## src/rtl/dmem_arbiter.sv

```systemverilog
// Two-requester arbiter for the shared data-memory port: round-robin on ties,
// burst cap against starvation, registered read return per requester.
module dmem_arbiter #(
  parameter int ADDR_W    = 6,
  parameter int DATA_W    = 64,
  parameter int MAX_BURST = 4
) (
  input  logic              i_clk,
  input  logic              i_reset,
  input  logic              i_req0,
  input  logic              i_req1,
  input  logic              i_we0,
  input  logic              i_we1,
  input  logic [ADDR_W-1:0] i_addr0,
  input  logic [ADDR_W-1:0] i_addr1,
  input  logic [DATA_W-1:0] i_wdata0,
  input  logic [DATA_W-1:0] i_wdata1,
  output logic              o_gnt0,
  output logic              o_gnt1,
  output logic              o_rvalid0,
  output logic              o_rvalid1,
  output logic [DATA_W-1:0] o_rdata0,
  output logic [DATA_W-1:0] o_rdata1,
  output logic              o_mem_we,
  output logic [ADDR_W-1:0] o_mem_addr,
  output logic [DATA_W-1:0] o_mem_wdata,
  input  logic [DATA_W-1:0] i_mem_rdata
);

  localparam int CNT_W = $clog2(MAX_BURST) + 1;
  localparam logic [CNT_W:0] BURST_L = (CNT_W+1)'(MAX_BURST);

  typedef enum logic [1:0] {
    S_IDLE,
    S_OWN0,
    S_OWN1
  } state_t;

  state_t              r_state;
  logic                r_last;
  logic [CNT_W-1:0]    r_cnt;
  logic                r_rvalid0;
  logic                r_rvalid1;
  logic [DATA_W-1:0]   r_rdata0;
  logic [DATA_W-1:0]   r_rdata1;

  logic                w_gnt0;
  logic                w_gnt1;
  logic [CNT_W:0]      w_cnt_inc;
  logic                w_burst_end;
  logic [CNT_W-1:0]    w_cnt_nxt;

  // Grant qualification and beat counting for the current owner.
  always_comb begin
    w_gnt0      = !i_reset && (r_state == S_OWN0) && i_req0;
    w_gnt1      = !i_reset && (r_state == S_OWN1) && i_req1;
    w_cnt_inc   = {1'b0, r_cnt} + (CNT_W+1)'(1);
    w_burst_end = (w_cnt_inc >= BURST_L);
    // Saturate so a long uncontended run cannot wrap and delay a later handover.
    w_cnt_nxt   = w_burst_end ? BURST_L[CNT_W-1:0] : w_cnt_inc[CNT_W-1:0];
  end

  // Memory port mux: driven by the owner, parked at zero when idle.
  always_comb begin
    o_mem_addr  = '0;
    o_mem_wdata = '0;
    case (r_state)
      S_OWN0: begin
        o_mem_addr  = i_addr0;
        o_mem_wdata = i_wdata0;
      end
      S_OWN1: begin
        o_mem_addr  = i_addr1;
        o_mem_wdata = i_wdata1;
      end
      default: begin
        o_mem_addr  = '0;
        o_mem_wdata = '0;
      end
    endcase
    o_mem_we = (w_gnt0 && i_we0) || (w_gnt1 && i_we1);
  end

  assign o_gnt0    = w_gnt0;
  assign o_gnt1    = w_gnt1;
  assign o_rvalid0 = r_rvalid0;
  assign o_rvalid1 = r_rvalid1;
  assign o_rdata0  = r_rdata0;
  assign o_rdata1  = r_rdata1;

  // Ownership state machine and registered read return.
  always_ff @(posedge i_clk) begin
    if (i_reset) begin
      r_state   <= S_IDLE;
      r_last    <= 1'b1;
      r_cnt     <= '0;
      r_rvalid0 <= 1'b0;
      r_rvalid1 <= 1'b0;
      r_rdata0  <= '0;
      r_rdata1  <= '0;
    end else begin
      r_rvalid0 <= w_gnt0 && !i_we0;
      r_rvalid1 <= w_gnt1 && !i_we1;
      if (w_gnt0 && !i_we0) r_rdata0 <= i_mem_rdata;
      if (w_gnt1 && !i_we1) r_rdata1 <= i_mem_rdata;

      case (r_state)
        S_IDLE: begin
          r_cnt <= '0;
          if (i_req0 && i_req1) r_state <= r_last ? S_OWN0 : S_OWN1;
          else if (i_req0)      r_state <= S_OWN0;
          else if (i_req1)      r_state <= S_OWN1;
        end
        S_OWN0: begin
          if (w_gnt0) begin
            r_cnt  <= w_cnt_nxt;
            r_last <= 1'b0;
          end
          if (!i_req0) begin
            r_cnt   <= '0;
            r_state <= i_req1 ? S_OWN1 : S_IDLE;
          end else if (i_req1 && w_burst_end) begin
            r_cnt   <= '0;
            r_state <= S_OWN1;
          end
        end
        S_OWN1: begin
          if (w_gnt1) begin
            r_cnt  <= w_cnt_nxt;
            r_last <= 1'b1;
          end
          if (!i_req1) begin
            r_cnt   <= '0;
            r_state <= i_req0 ? S_OWN0 : S_IDLE;
          end else if (i_req0 && w_burst_end) begin
            r_cnt   <= '0;
            r_state <= S_OWN0;
          end
        end
        default: begin
          r_cnt   <= '0;
          r_state <= S_IDLE;
        end
      endcase
    end
  end

endmodule

```

## config.mk

```make
export PLATFORM = sky130hd
export DESIGN_NAME = dmem_arbiter
export DESIGN_NICKNAME = d
export VERILOG_FILES = /design/src/rtl/dmem_arbiter.sv
export SDC_FILE = /design/constraint.sdc
export NUM_CORES = 1
export LEC_CHECK = 0
export CAP_MARGIN = 20
export CELL_PAD_IN_SITES_DETAIL_PLACEMENT = 0
export CELL_PAD_IN_SITES_GLOBAL_PLACEMENT = 1
export CORE_AREA = 2 2 160 162
export CTS_BUF_LIST = sky130_fd_sc_hd__clkbuf_4
export DETAILED_ROUTE_END_ITERATION = 6
export DIE_AREA = 0 0 162 164
export GPL_TIMING_DRIVEN = 0
export PLACE_DENSITY = 0.93
export SLEW_MARGIN = 20
export SYNTH_ARGS = -nofsm -noshare
export SYNTH_HDL_FRONTEND = slang
export SYNTH_SLANG_ARGS = --single-unit
```

## constraint.sdc

```tcl
create_clock -name i_clk -period 5.4 [get_ports i_clk]
set_clock_uncertainty 0.15 [all_clocks]
set_input_delay 1.08 -clock i_clk [delete_from_list [all_inputs] [get_ports i_clk]]
set_output_delay 1.08 -clock i_clk [all_outputs]
set_load 0.03 [all_outputs]
```

======== Yosys cells after proc, flatten, opt, wreduce, memory -nomap -nowiden ========
Index checks and enable logic that the tools add are counted.
cells by class
  $lt $le $gt $ge ......................... 1
  eq/ne operators ......................... 9
  add/subtract/negate cells ............... 1
  reduce and logical (&&, ||, !) cells .... 20
  mux-type cells .......................... 24
operators with widths
  operator             count
  $pmux 64 s2          1
  $mux 3               7
  $mux 2               9
  $pmux 6 s2           1
  $logic_and 1x1->1    11
  $ne 4x3->1 const B   2
  $ne 3x2->1 const B   2
  $pmux 2 s3           1
  $pmux 3 s2           1
  $reduce_and 3->1     2
  $add 3x1->4 const B  1
  $ge 4x3->1 const B   1
  $ne 2x2->1 const B   2
  $ne 4x4->1 const B   1
  $logic_not 1->1      3
  $mux 1               3
  $eq 2x1->1 const B   1
  $eq 2x2->1 const B   1
  $logic_not 2->1      1
  $pmux 1 s2           1
  $reduce_and 2->1     1
  $reduce_bool 2->1    1
  $logic_or 1x1->1     1
word-level totals
  bits of input ports ..................... 210
  word-level logic and storage cells ...... 62
  register bits ........................... 136
  output and inout port bits .............. 203

======== Longest topological paths before layout ========
  depth in word-level cells ............... 7
  gate-level depth with buffers ........... 9
  mapped depth without buffers ............ 6

======== Worst setup path after synthesis ========
Ideal clock, no wire load.
  kind .................................... in2out
  start point ............................. input i_reset
  end point ............................... output o_mem_we
  data required time ...................... 4.170 ns
  arrival time ............................ 2.432 ns
  slack ................................... 1.738 ns
  path buffers ............................ 3
  stages on the path ...................... 5
  path through ............................ buf_2 > buf_2 > clkbuf_1 > nor2_1 > a22o_1
on the way
  word-level cells in the longest chain between the ends .. 5
  elaborated cells between the ends (all ways) .. 8
  those cells by class .................... reduce/logical: 8
ends and longest elaborated chain
  what                             line  source
  start, declared                  9     input logic i_reset,
  $logic_not 1->1                  55    w_gnt0 = !i_reset && (r_state == S_OWN0) && i_req0;
  $logic_and 1x1->1 (2 in series)  55
  via o_gnt0                       18    output logic o_gnt0,
  $logic_and 1x1->1                81    o_mem_we = (w_gnt0 && i_we0) || (w_gnt1 && i_we1);
  $logic_or 1x1->1                 81
  end, declared                    24    output logic o_mem_we,
The timed path passes the listed nets, and every way through them passes these cells.

======== Final worst setup path ========
  start point ............................. register r_state[0]
  end point ............................... output o_mem_wdata[10]
on the way
  word-level cells in the longest chain between the ends .. 2
  elaborated cells between the ends (all ways) .. 3
  those cells by class .................... eq/ne: 2; mux: 1
ends and longest elaborated chain
  what                                      line  source
  start, declared                           39    state_t r_state;
  start signal, assigned                    110   if (i_req0 && i_req1) r_state <= r_last ? S_OWN0 : S_OWN1;
  start signal, assigned                    121   r_state <= i_req1 ? S_OWN1 : S_IDLE;
  start signal, assigned                    134   r_state <= i_req0 ? S_OWN0 : S_IDLE;
  $eq 2x2->1 or $eq 2x1->1 (tied branches)  67    case (r_state)
  $pmux 64 s2 (*)                           67
  end, declared                             26    output logic [DATA_W-1:0] o_mem_wdata,
Mark *: on every way between the ends. The rest lies on a longest branch, timed or not.

==> flow_summary.yaml <==
route:
  ant_nets: 0
  drtIter0Drc: 399
  wl_per_cell_um: 18.4
  wirelength_mm: 28.5
  viasPerCell: 4.57
  drc: 0
  drt-pass1-iter-count: 4
  num_vias: 7058
timing:
  fin_crit_sh_pct: 84.8
  final-hold-violation-count: 0
  holdWs_ns: 0.328
  rsz0062_at_grt: "no"
  fmax_ghz: 0.218
  setup_violations: 0
  slew_headroom_pct: 58.5
  tightest_slew_ns: 0.623
  finalSetupTns_ns: 0
  maxSlewViolCount: 0
  fin_crit_ns: 4.58
global_routing:
  antenna_found_initial: 3
  grt-ovfl-total: 0
  grt_pass1_vias: 7129
  grt_usage_pct: 20.6
  grt_pass1_wl_mm: 41.5
  grt_max_degree: 17
clock_tree:
  cts_num_sinks: 136
  holdBufCountCts: 0
  clk_pin_slew_ns: 0.12
  clkLatencyLatePin_ns: 0.53
  cts_made_buffers: 17
  cts_max_path_buffers: 2
  cts_resized: 0
  htree_num_levels: 4
  post_cts_buffers: 0
  cts_tree: "done"
  cts_root_buf: "clkbuf_4"
setup_path:
  slowest_stage: "clkdlybuf4s50_1"
  startpoint_type: "flip-flop"
  r2r_end: "o_rdata1[56]"
  cp-startpoint: "r_state[0]"
  cp_max_fo: 10
  path_class: "reg2out"
  cp.buffers_inverters: 4
  cp_top_family: "buffers and inverters"
  cp-end-kind: "output pin"
  max_stage_delay_ns: 0.70
  rr_startpoint: "r_state[0]"
  worst_path_most_repeated_cell: "clkbuf_1"
  cp_data_arrival_time_ns: 3.35
  rrSetupSlack_ns: 3.29
  crit_chain: "inv_1 > ha_1 > clkbuf_1 > clkbuf_1 > a22oi_1 > nor2b_1 > clkdlybuf4s50_1"
  cp.required_ns: 4.17
  ff2ff_path_depth: 7
  crit_end: "o_mem_wdata[10]"
  worst-path-stages: 7
cells_and_area:
  areaGrowthSynthToFinish_pct: 77.6
  final_common_cell: "clkdlybuf4s50_1"
  fillCellCount: 2514
  final_util_pct: 44.5
  regArea_sq_um: 2720
  drive_gt1_share_pct: 4.86
  multiInputGateArea_sq_um: 3180
  layout.nets: 1415
  layout_common_cells: "clkdlybuf4s50_1 (410), dfxtp_1 (136), nand2b_1 (132)"
  stdcell_count: 1545
logic_synthesis:
  ys_ff_latch: 136
  yosys_warnings: 0
  synth_cell_type_count: 31
  ys_seq_area_share_pct: 43.8
  synth_top_family_by_area: "simple AND/OR/NAND/NOR gates"
  synthesis.nets: 986
  synthArstFlopShare_pct: 0
  syn-mean-instance-area_sq_um: 8.06
  synth_compound_area_share_pct: 20.7
  synthSimpleGateAreaFrac_pct: 29.5
  syn_area_sq_um: 6210
  yosys.area_share.xor_xnor_pct: 0
  postSynthCellCount: 771
  synthAdderAreaFrac_pct: 1.01
  synth.area.mux_share_pct: 0
  synthFlopType: "dfxtp_1"
  synth_edf_count: 0
hold_path:
  hold_class: "reg2reg"
pwr:
  ir_drop_uv: 164
  p_per_area_nw_per_um2: 287
  leakagePower_nw: 3.66
  total_power_mw: 3.17
placed_design:
  dpl.cell_count: 1511
  io_buffers: 410
  hpwl_mm: 22.6
  place_congestion: 0.957
floorplan:
  fp.dieH_um: 164
  core_sq_um: 24800
  die_w_um: 162
  rows: 58
  die_area_sq_um: 26600
  initial_core_util_pct: 25.0
  ioPinCount: 413
outcome:
  outcome: "completed"
flow_run:
  drv_cap: 0
[cell families (layout without fill, tap and decap cells)]
| kind of cell | count (synthesis) | after routing |
|---|---|---|
| AND/OR/NAND/NOR | 346 | 346 |
| AO/OA/AOI/OAI | 215 | 215 |
| flip-flops | 136 | 136 |
| buffers and inverters | 69 | 511 |
| adder cells (fa/ha/maj) | 5 | 5 |
| other | 0 | 2 |
[Yosys cell counts, drive strengths merged (2+ instances only)]
library cell	count	share of area, %
nor2	3	0.18
nor2b	71	7.1
nand2b	132	13
nand2	131	7.9
clkbuf	36	2.2
a22oi	71	8.7
inv	2	0.12
buf	31	2.7
o21ai	131	11
ha	5	1.0
a21oi	6	0.48
nor3	3	0.40
nand3	3	0.24
dfxtp	136	44
[worst min path at each step]
stage                 start            to  slack [ns]  cells after the start
6_report       o_rdata0[62]  o_rdata0[62]        0.33                      2
5_1_grt        o_rdata0[20]  o_rdata0[20]        0.35                      2
4_1_cts        o_rdata0[62]  o_rdata0[62]        0.33                      2
3_5_place_dp   o_rdata0[62]  o_rdata0[62]        0.31                      2
3_3_place_gp       r_cnt[0]      r_cnt[0]        0.29                      1
2_1_floorplan      r_cnt[0]      r_cnt[0]        0.28                      1
[power by group]
| part | total [mW] | internal [mW] | switching, mW |
|---|---|---|---|
| Combinational | 1.36 | 0.604 | 0.760 |
| Sequential | 1.09 | 1.06 | 0.0307 |
| Clock | 0.721 | 0.322 | 0.399 |
| Total | 3.17 | 1.98 | 1.19 |
[layout make-up]
class                   count  share of cell area [%]
multi-input cells         566                    28.8
clock buffers              17                    1.16
flip-flops and latches    136                    24.7
well taps                 330                    3.74
plain buffers              67                    2.74
clock inverters            15                    1.59
inverters                   2                  0.0680
repair buffers            410                    37.2
diodes                      2                  0.0453
[registers in the layout (all words and copies together), names as in the netlist]
name / cells
o_rdata0: 64
o_rdata1: 64
r_cnt: 3
r_state: 2
o_rvalid0: 1
o_rvalid1: 1
r_last: 1
[per-layer routing]
metal / share of wire [%] / track usage [%]
met3: 7.3 / 6.31
met1: 38 / 21.7
met5: 0.095 / 0
met2: 51 / 37.4
met4: 4.4 / 9.61
[stage by stage]
| step | worst slack (ns) | instance area (sq um) |
|---|---|---|
| 3_5_place_dp | 0.958 | 10700 |
| 2_1_floorplan | 1.74 | 6210 |
| 6_report | 0.819 | 11000 |
| 4_1_cts | 0.665 | 11000 |
| 5_1_grt | 0.471 | 11000 |
| 3_3_place_gp | 0.991 | 10700 |
[tightest hold or removal path, stage by stage, from the launching register on]
cell and delay, ns:
dfxtp_1 0.33, nand2b_1 0.06, o21ai_1 0.05
Power figures use the tool's default switching activity.
==> RTL edit 1, RTL diff (same flow settings) <==
`ADDR_W`: 6 -> 7.
--- a/src/rtl/dmem_arbiter.sv
+++ b/src/rtl/dmem_arbiter.sv
@@ -1,7 +1,7 @@
 // Two-requester arbiter for the shared data-memory port: round-robin on ties,
 // burst cap against starvation, registered read return per requester.
 module dmem_arbiter #(
-  parameter int ADDR_W    = 6,
+  parameter int ADDR_W    = 7,
   parameter int DATA_W    = 64,
   parameter int MAX_BURST = 4
 ) (
Interface: changed (resized i_addr0, i_addr1 and o_mem_addr); port bits go from 413 to 416. The function was not compared with the original's and may differ.
==> RTL edit 1 against the unedited design <==
- sequential cell count unchanged
- cell count increased by 0.26%
- cell area rose by 0.83%
- synthesized area grew 0.30%
- critical path depth did not move
- fmax rose by 0.18%
- first-iteration DRC count down 15%
- wire length shrank 1.1%
- total power increased by 3.3%
- worst setup slack better by 0.0081 ns
- critical endpoint is now o_mem_addr[6]
- largest cell class unchanged
- largest power group unchanged
==> RTL edit 1: results (changes against the unedited design) <==
- Vias in the first global route: 6996 (was 7129)
- Placer congestion estimate: 0.9086 (was 0.9568)
- First-pass GRT wire length: 40500 um (was 41460 um)
- Tot GR Track Use: 0.1996 (was 0.2056)
- Number of cells after detailed placement: 1517 (was 1511)
- FF-to-FF setup slack: 3.25 ns (was 3.29 ns)
- Top post-synthesis cells by area: dfxtp_1 (44%), nand2b_1 (13%), o21ai_0 (10%) (was dfxtp_1 (44%), nand2b_1 (13%), o21ai_0 (9.5%))
- Layout fillers: 2519 (was 2514)
- Final nets: 1423 (was 1415)
- Initial antenna violation count: 2 (was 3)
- Wire per inst: 18.19 um (was 18.43 um)
- Outcome: finished, final reports clean (unchanged)
- DR vias/cell: 4.586 (was 4.568)
- Worst-Margin Slew: 0.6867 ns (was 0.6230 ns)
- Pleak: 3.682 nW (was 3.659 nW)
- 1st-iter DRT viols: 341 (was 399)
- Port buffer count: 413 (was 410)
- Commonest cells post-synth: dfxtp_1 (136), nand2b_1 (132), nand2_1 (131) (unchanged)
- Max frequency: 218.7 MHz (was 218.3 MHz)
- Net Count, Synth: 991 (was 986)
- Dpl ws: 0.8686 ns (was 0.9575 ns)
- Drt pass-1 iters: 5 (was 4)
- Ant. Diodes: 0 (was 2)
- Cell count after synthesis: 774 (was 771)
- HPWL after DPL: 22270 um (was 22560 um)
- Compound-Gate Fraction of Synth Area: 0.2076 (was 0.2070)
- DP Area: 10780 um^2 (was 10730 um^2)
- Seq/Total Area, Yosys: 0.4369 (was 0.4382)
- FF-to-FF End: o_rdata1[45] (was o_rdata1[56])
- Worst-case reg-to-reg path depth: 9 (was 7)
-- RTL edit 1: changes by cell type after synthesis --
| cell | change |
|---|---|
| o21ai_0 | +11 |
| o21ai_1 | -11 |
| buf_2 | -4 |
| clkbuf_1 | +4 |
| clkbuf_2 | +2 |
| a22oi_1 | +1 |
| buf_1 | -1 |
| buf_4 | -1 |
| buf_6 | +1 |
| nor2b_1 | +1 |
-- RTL edit 1: area by class of cell --
| class | count | area share |
|---|---|---|
| plain buffers | 68 | 0.02766 |
| clock buffers | 17 | 0.01147 |
| clock inverters | 15 | 0.02001 |
| inverters | 2 | 0.0006745 |
| multi-input cells | 568 | 0.2870 |
| flip-flops and latches | 136 | 0.2446 |
| well taps | 330 | 0.03710 |
| repair buffers | 413 | 0.3714 |
-- RTL edit 1: power breakdown --
part	internal (mW)	switching (mW)	total (mW)
sequential	1.06	0.0309	1.09
combinational	0.608	0.759	1.37
clock	0.416	0.405	0.821
-- RTL edit 1: worst min path at each step --
stage / from / end / cells past startpoint
6_report: r_cnt[0] / r_cnt[0] / 1
5_1_grt: o_rdata0[23] / o_rdata0[23] / 2
3_3_place_gp: r_cnt[0] / r_cnt[0] / 1
4_1_cts: r_cnt[0] / r_cnt[0] / 1
3_5_place_dp: r_cnt[0] / r_cnt[0] / 1
2_1_floorplan: r_cnt[0] / r_cnt[0] / 1
-- RTL edit 1: per-layer routing --
metal | global-route usage | vias up | part of all wire
met5 | 0 | - | 0.00096
met4 | 0.07281 | 4 | 0.029
li1 | - | 3452 | -
met2 | 0.3603 | 278 | 0.50
met1 | 0.2154 | 3322 | 0.38
met3 | 0.07045 | 48 | 0.085
==> RTL edit 2, RTL diff (same flow settings) <==
Made on the original files. Re-encode `state_t` (3 states) as one-hot, 3 bits wide.
--- a/src/rtl/dmem_arbiter.sv
+++ b/src/rtl/dmem_arbiter.sv
@@ -30,10 +30,10 @@
   localparam int CNT_W = $clog2(MAX_BURST) + 1;
   localparam logic [CNT_W:0] BURST_L = (CNT_W+1)'(MAX_BURST);
 
-  typedef enum logic [1:0] {
-    S_IDLE,
-    S_OWN0,
-    S_OWN1
+  typedef enum logic [2:0] {
+    S_IDLE = 3'b001,
+    S_OWN0 = 3'b010,
+    S_OWN1 = 3'b100
   } state_t;
 
   state_t              r_state;
Check against the original RTL: no difference found for any inputs over 4 cycles, from zero or initial values and one cycle with i_reset high; so few cycles prove little.
==> RTL edit 2 against the unedited design <==
- the flow now finishes with violations (DRC)
- worst setup slack lost 0.0079 ns
- die area is the same
- sequential cell count grew 1
- wire length grew 1.5%
- critical path depth shrank 1
- via count shrank 5.6%
- sequential share of layout area grew 0.83 points
- cell area shrank 2.6%
- count of clock-buffer cells in the layout is the same
- synthesized area shrank 4.6%
- critical endpoint is now o_mem_we
- highest routed layer unchanged
Power is not compared: it rests on default switching activity, and its combinational part moved more than twofold at a synthesized area within 25%.
==> RTL edit 2: results (changes against the unedited design) <==
- Drt pass-1 iters: 7 (was 4)
- Routed vias: 6663 (was 7058)
- Outcome: finished, violations left (was finished, final reports clean)
- First-pass GRT wire length: 41310 um (was 41460 um)
- Failing checks: DRC
- Synth cell types: 32 (was 31)
- Initial antenna violation count: 6 (was 3)
- Number of cells after detailed placement: 1435 (was 1511)
- Worst R2R Start: r_state[0] (unchanged)
- Net Count, Synth: 904 (was 986)
- Top layer in use: met5 (unchanged)
- Worst min path class: reg -> reg (unchanged)
- 1st-iter DRT viols: 345 (was 399)
- Met2 Use GR: 0.3721 (was 0.3745)
- DR vias/cell: 4.533 (was 4.568)
- Commonest cells post-synth: dfxtp_1 (137), a22o_1 (71), o21ai_0 (69) (was dfxtp_1 (136), nand2b_1 (132), nand2_1 (131))
- Port buffer count: 412 (was 410)
- Met2 Wirelength: 14460 um (was 14430 um)
- Layout fillers: 2516 (was 2514)
- Dpl ws: 0.7435 ns (was 0.9575 ns)
- HPWL after DPL: 23020 um (was 22560 um)
- Met1 WL: 10970 um (was 10690 um)
- Post-route DRC: 1 (was 0)
- Met3 wire length: 2445 um (was 2087 um)
- Grt met3 use: 0.07424 (was 0.06313)
- CP endpoint: o_mem_we (was o_mem_wdata[10])
- Post-layout minimum cycle time: 4.589 ns (was 4.581 ns)
- Seq/Total Area, Yosys: 0.4625 (was 0.4382)
- CP Launch Point: i_reset (was r_state[0])
- Synth Cell Area: 5929 um^2 (was 6213 um^2)
- FF-to-FF End: o_rdata0[61] (was o_rdata1[56])
- Vias in the first global route: 6782 (was 7129)
- Starting Density: 0.2389 (was 0.2504)
- FF-to-FF setup slack: 3.43 ns (was 3.29 ns)
- Ratio of cells with drive above 1 in the final layout: 0.06157 (was 0.04864)
- DP Area: 10470 um^2 (was 10730 um^2)
- Worst-case reg-to-reg path depth: 5 (was 7)
- M1 GR Usage: 0.2208 (was 0.2169)
- Avg Cell Area, Syn: 8.556 um^2 (was 8.059 um^2)
- Wire per inst: 19.67 um (was 18.43 um)
- Compound-Gate Fraction of Synth Area: 0.2319 (was 0.2070)
- Tot GR Track Use: 0.2076 (was 0.2056)
- Placer congestion estimate: 0.9039 (was 0.9568)
- Maximum ir drop on the vdd rail: 0.1656 mV
- Final nets: 1335 (was 1415)
- Adder-cell share of the synthesized area: 0.002110 (was 0.01007)
## RTL edit 2: cell types whose count changed after synthesis, moves of 4 or more
| cell | unedited run | this run |
|---|---|---|
| a22o_1 | 1 | 71 |
| a22oi_1 | 70 | 0 |
| buf_2 | 19 | 29 |
| buf_4 | 5 | 1 |
| clkbuf_1 | 35 | 19 |
| ha_1 | 5 | 1 |
| inv_1 | 2 | 67 |
| nand2_1 | 131 | 66 |
| nand2b_1 | 132 | 67 |
| nand3b_1 | 0 | 65 |
| nor2b_1 | 71 | 1 |
| o21ai_0 | 118 | 69 |
| o21ai_1 | 13 | 64 |
## RTL edit 2: worst min-delay path by stage
stage | cells after the start | start | slack [ns] | end
final | 1 | r_last | 0.32 | r_last
after global routing | 1 | r_last | 0.34 | r_last
after CTS | 1 | r_last | 0.32 | r_last
after detailed placement | 1 | r_last | 0.29 | r_last
after global placement | 1 | r_last | 0.29 | r_last
after floorplan | 1 | r_last | 0.28 | r_last
## RTL edit 2: final cells by class
type | count | area, um^2 | share of cell area
clock buffers | 17 | 127.6 | 0.01186
diodes | 3 | 7.507 | 0.0006979
plain buffers | 58 | 276.5 | 0.02571
multi-input cells | 431 | 2659 | 0.2472
inverters | 67 | 251.5 | 0.02338
repair buffers | 412 | 4124 | 0.3834
well taps | 330 | 412.9 | 0.03839
flip-flops and latches | 137 | 2743 | 0.2550
clock inverters | 15 | 155.1 | 0.01442
## RTL edit 2: critical path: cells and delay by family
family	cells	cell delay [ns]
buffers and inverters	4	1.87
AND/OR/NAND/NOR	1	0.22
AO/OA/AOI/OAI	1	0.18
